File: src/rtl/duty_ramp_gen.sv
// duty_ramp_gen: slews the PWM duty toward a latched target, one step per tick.
// Optional completion interrupt behind `DUTY_RAMP_IRQ_EN.
module duty_ramp_gen #(
  parameter int            DW      = 16,
  parameter logic [DW-1:0] INIT_DC = '0
) (
  input  logic          i_clk,
  input  logic          i_rst,
  input  logic [DW-1:0] i_target,
  input  logic          i_target_valid,
  output logic          o_target_ready,
  input  logic [DW-1:0] i_step,
  input  logic [DW-1:0] i_period,
  input  logic          i_tick,
  input  logic          i_abort,
`ifdef DUTY_RAMP_IRQ_EN
  input  logic          i_irq_clr,
  output logic          o_irq,
`endif
  output logic [DW-1:0] o_dc,
  output logic          o_dc_valid,
  output logic          o_busy,
  output logic          o_at_target
);

  typedef enum logic [1:0] {
    IDLE = 2'd0,
    RAMP = 2'd1,
    HOLD = 2'd2
  } state_t;

  state_t        state_q, state_n;
  logic [DW-1:0] dc_q, dc_n;
  logic [DW-1:0] target_q, target_n;
  logic          ready_q;
  logic          valid_q;
  logic          at_tgt_q;

  logic          accept;
  logic [DW-1:0] step_eff;
  logic [DW-1:0] tgt_clamp;
  logic [DW-1:0] tgt_eff;
  logic [DW-1:0] diff;
  logic [DW-1:0] stepped;
  logic          up;

  assign accept   = i_target_valid & ready_q;
  assign step_eff = (i_step == '0) ?
                    {{(DW-1){1'b0}}, 1'b1} : i_step;
  assign tgt_clamp = (i_target > i_period) ?
                     i_period : i_target;
  // a fresh target steers the same-cycle tick
  assign tgt_eff = accept ? tgt_clamp : target_q;
  assign up      = tgt_eff > dc_q;
  assign diff    = up ? (tgt_eff - dc_q) : (dc_q - tgt_eff);
  assign stepped = (diff <= step_eff) ? tgt_eff :
                   (up ? (dc_q + step_eff) : (dc_q - step_eff));

  always_comb begin
    state_n  = state_q;
    dc_n     = dc_q;
    target_n = target_q;
    if (accept) begin
      target_n = tgt_clamp;
      if (i_tick) dc_n = stepped;
      state_n = (dc_n == tgt_clamp) ? IDLE : RAMP;
    end else begin
      unique case (state_q)
        RAMP: begin
          if (i_abort) begin
            state_n = HOLD;
          end else begin
            if (i_tick) dc_n = stepped;
            if (dc_n == target_q) state_n = IDLE;
          end
        end
        default: ;
      endcase
    end
  end

  always_ff @(posedge i_clk or negedge i_rst) begin
    if (!i_rst) begin
      state_q  <= IDLE;
      dc_q     <= INIT_DC;
      target_q <= INIT_DC;
      ready_q  <= 1'b0;
      valid_q  <= 1'b0;
      at_tgt_q <= 1'b1;
    end else begin
      state_q  <= state_n;
      dc_q     <= dc_n;
      target_q <= target_n;
      ready_q  <= 1'b1;
      valid_q  <= (dc_n != dc_q);
      at_tgt_q <= (dc_n == target_n) && (state_n != HOLD);
    end
  end

  assign o_target_ready = ready_q;
  assign o_dc           = dc_q;
  assign o_dc_valid     = valid_q;
  assign o_busy         = (state_q == RAMP);
  assign o_at_target    = at_tgt_q;

`ifdef DUTY_RAMP_IRQ_EN
  logic irq_q;
  logic irq_set;

  assign irq_set = (state_q == RAMP) && (state_n == IDLE);

  // set beats a coincident clear
  always_ff @(posedge i_clk or negedge i_rst) begin
    if (!i_rst) begin
      irq_q <= 1'b0;
    end else if (irq_set) begin
      irq_q <= 1'b1;
    end else if (i_irq_clr) begin
      irq_q <= 1'b0;
    end
  end

  assign o_irq = irq_q;
`endif

endmodule

File: config.mk
export PLATFORM = sky130hd
export DESIGN_NAME = duty_ramp_gen
export DESIGN_NICKNAME = d
export VERILOG_FILES = /design/src/rtl/duty_ramp_gen.sv
export SDC_FILE = /design/constraint.sdc
export NUM_CORES = 1
export LEC_CHECK = 0
export ABC_AREA = 1
export ABC_CLOCK_PERIOD_IN_PS = 6700
export CORE_ASPECT_RATIO = 0.5
export CORE_MARGIN = 2
export CORE_UTILIZATION = 50
export DETAILED_ROUTE_END_ITERATION = 6
export PLACE_DENSITY_LB_ADDON = 0.2
export SLEW_MARGIN = 20
export SYNTH_ARGS = -nofsm -noshare
export SYNTH_HDL_FRONTEND = slang
export SYNTH_SLANG_ARGS = --single-unit
export TNS_END_PERCENT = 5
File: constraint.sdc
create_clock -name i_clk -period 6.7 [get_ports i_clk]
set_clock_uncertainty 0.1 [all_clocks]
set_input_delay 2.01 -clock i_clk [delete_from_list [all_inputs] [get_ports i_clk]]
set_output_delay 2.01 -clock i_clk [all_outputs]
set_load 0.005 [all_outputs]
==> summary.txt <==
GRT
  – Initial antenna violation count: 0
  – Grt total ovfl: 0
  – Largest net degree at the start of global routing: 38
  – Vias in the first global route: 8216
  – First-pass GRT wire length: 39000 µm
  – Total track usage: 0.352

Place
  – Post-DP HPWL: 19400 µm
  – Routability cong.: 0.952
  – DP Cell Count: 1546
  – I/O Buffers: 72

Logic synthesis
  – Yosys warns: 0
  – Synth cell types: 48
  – Ys flop type: dfrtp_1
  – Syn_nets: 1207
  – Synthesized area: 0.00646 mm²
  – Seq/Total Area, Yosys: 0.144
  – Yosys reg bits: 37
  – Gate count of the mapped netlist: 1072
  – Async SR Flop Fraction: 1.00
  – Number of enable flip-flop cells after synthesis: 0
  – Avg Inst Size Synth: 6.02 µm²

Run
  – Max capacitance violation total: 0

Drt
  – Overall routed net length: 25500 µm
  – Vias: 8529
  – 1st-iter DRT viols: 869
  – Drt wl/cell: 16.2 µm
  – Pre-antenna DRT Iters: 5
  – Via density: 5.40
  – DR DRC count: 0
  – Antenna Nets Post-Route: 0

Finish
  – Fin util: 0.821
  – Non-filler instance count after layout: 1580
  – Area growth syn-to-layout: 60.5%
  – Nets: 1544
  – Share of layout cells above drive strength 1: 0.333
  – Antenna Cells: 0

Floorplanning
  – Initial core utilization: 0.511
  – Die Wd: 165 µm
  – Die ar.: 0.0139 mm²
  – Core area: 0.0126 mm²
  – Die height: 84.4 µm
  – Row cnt: 29
  – Io pins: 73

Timing
  – Fmax: 0.117 GHz
  – Final worst path period share: 1.27
  – RSZ-0062 raised after global routing: yes
  – Final hold violations: 0
  – Max-slew headroom: 0.399
  – Slew Viols, Final: 0
  – TNS Setup: -24700 ps
  – Worst hold slack: 513 ps
  – Final setup viols: 19
  – Final min period: 8540 ps
  – Least-Margin Pin Slew: 902 ps
  – Setup WS post-layout: -1840 ps

Min path
  – Hold Path Sink: state_q[0]
  – Hold depth: 4
  – Hold Startpoint: state_q[0]
  – Hold Path Class: register to register

Worst setup path
  – WP data arrival: 8650 ps
  – Reg2reg end: o_at_target
  – Startpoint types: input pin
  – CP Max Fanout: 7
  – Register-to-Register Path Depth: 41
  – WP depth: 49
  – Worst r2r src: o_target_ready
  – Crit path max-delay family: simple AND/OR/NAND/NOR gates
  – Crit-path most repeated cell: nand2_1
  – Number of buffers and inverters on the critical path: 11
  – Setup CP Type: input pin to register
  – CP endpoint kind: register
  – Worst reg-to-reg setup slack: 810 ps
  – Critical Path Max Stage Delay: 500 ps
  – CP required: 6820 ps
  – Slowest CP cell: clkdlybuf4s50_1
  – Launch point of the worst path: i_period[15]

Clocking
  – CTS clock-pin slew for the worst setup and hold paths: 60 ps
  – Clock Sinks: 37
  – CTS tree: done
  – Root Buffer: clkbuf_16
  – CTS H-tree depth: 2
  – CTS Buf Count: 5
  – Hold_buf cts: 0
  – Worst skew pair latency: 280 ps
  – CTS max path bufs: 2

Run status
  – Status: finished with violations
  – Failing checks: setup timing
## cell usage after synthesis (3+ instances only)
master | n | area [µm²]
a21o_1 | 4 | 30.0
a21oi_1 | 61 | 305
and2_1 | 3 | 18.8
buf_2 | 12 | 60.1
clkbuf_1 | 3 | 11.3
clkinv_1 | 3 | 11.3
dfrtp_1 | 36 | 901
fa_1 | 3 | 60.1
ha_1 | 79 | 988
inv_1 | 186 | 698
inv_2 | 5 | 18.8
mux2i_1 | 3 | 30.0
nand2_1 | 312 | 1170
nand2_2 | 7 | 43.8
nand3_1 | 103 | 515
nand3_2 | 3 | 30.0
nand4_1 | 12 | 75.1
nor2_1 | 72 | 270
nor3_1 | 7 | 35.0
o2111ai_1 | 4 | 35.0
o211ai_1 | 3 | 22.5
o21ai_0 | 49 | 245
o21ai_1 | 4 | 20.0
o21ai_2 | 7 | 61.3
o21bai_1 | 6 | 45.0
o221ai_1 | 4 | 35.0
o22ai_1 | 3 | 18.8
xnor2_1 | 13 | 114
xor2_1 | 41 | 359
## metal layers
layer | track usage | part of all wire | vias up
li1 | - | - | 4108
met1 | 0.500 | 0.43 | 3870
met2 | 0.549 | 0.43 | 476
met3 | 0.0731 | 0.12 | 75
met4 | 0.0767 | 0.026 | 0
met5 | 0 | 0 | -
## flip-flops by register name, summed over array words and instances (netlist names)
signal and flops:
o_dc 16, target_q 16, state_q 2, o_at_target 1, o_dc_valid 1, o_target_ready 1
## cells in the final DEF (no fill, tap or decap), drive strengths merged
| cell | n |
|---|---|
| inv | 191 |
| o2111ai | 4 |
| mux2i | 3 |
| o221ai | 4 |
| a221o | 1 |
| o22ai | 3 |
| ha | 79 |
| nor4 | 1 |
| and2 | 3 |
| o21bai | 6 |
| nor2 | 72 |
| o311ai | 1 |
| clkinv | 3 |
| a21o | 4 |
| xnor2 | 13 |
| dlymetal6s2s | 1 |
| o211ai | 3 |
| o21ai | 60 |
| clkbuf | 9 |
| dfstp | 1 |
| fa | 3 |
| buf | 276 |
| a21oi | 63 |
| nor3 | 10 |
| a31oi | 2 |
| xor2 | 41 |
| conb | 1 |
| o31ai | 2 |
| nand3 | 106 |
| a21boi | 2 |
| dfrtp | 36 |
| a31o | 1 |
| nand4 | 12 |
| or2 | 1 |
| nand2 | 322 |
| clkdlybuf4s50 | 70 |
## area by class of cell
cell class                 instances  area (µm²)
timing repair buffer             348        2860
multi-input combinational        823        5460
clock buffer                       8         146
tap                              170         213
fill                             836        2260
sequential                        37         927
inverter                         194         761
## worst max-delay path by stage
stage / endpoint
5_1_grt: o_dc_valid
4_1_cts: o_dc_valid
6_report: o_at_target
3_5_place_dp: o_at_target
3_3_place_gp: o_at_target
2_1_floorplan: o_dc_valid
## kinds of logic after synthesis
group	Yosys count	synth area share
AO/OA/AOI/OAI	156	0.141
XOR/XNOR	54	0.0733
adder cells (fa/ha/maj)	82	0.162
buffers and inverters	213	0.128
flip-flops	37	0.144
multiplexers	3	0.00465
other	1	0.000581
AND/OR/NAND/NOR	526	0.346
## repair_timing
item,in CTS,in global routing
endpoints found under the setup margin,19,19
buffers inserted,14,10
gates cloned,1,1
pin swaps,26,44
resized for setup,62,87
## through the flow
| step | cell area (µm²) | setup WS [ps] |
|---|---|---|
| finish | 10400 | -1840 |
| floorplan | 6690 | -681 |
| global placement | 9400 | -2030 |
| CTS | 9900 | -1640 |
| global route | 10400 | -2260 |
| detailed placement | 9400 | -2170 |
## worst reg2reg max path: cells and delay by family, from the launching register on
family | cells | cell delay, ps
fa+ha+maj | 3 | 840
mux | 1 | 240
buf+inv | 9 | 1050
compound gates | 8 | 980
flops | 1 | 380
xor+xnor | 2 | 350
simple gates | 18 | 1900
Power is left out: the tool's default activity adds up to more than one toggle a clock period on the data nets, which glitch-free logic cannot reach.
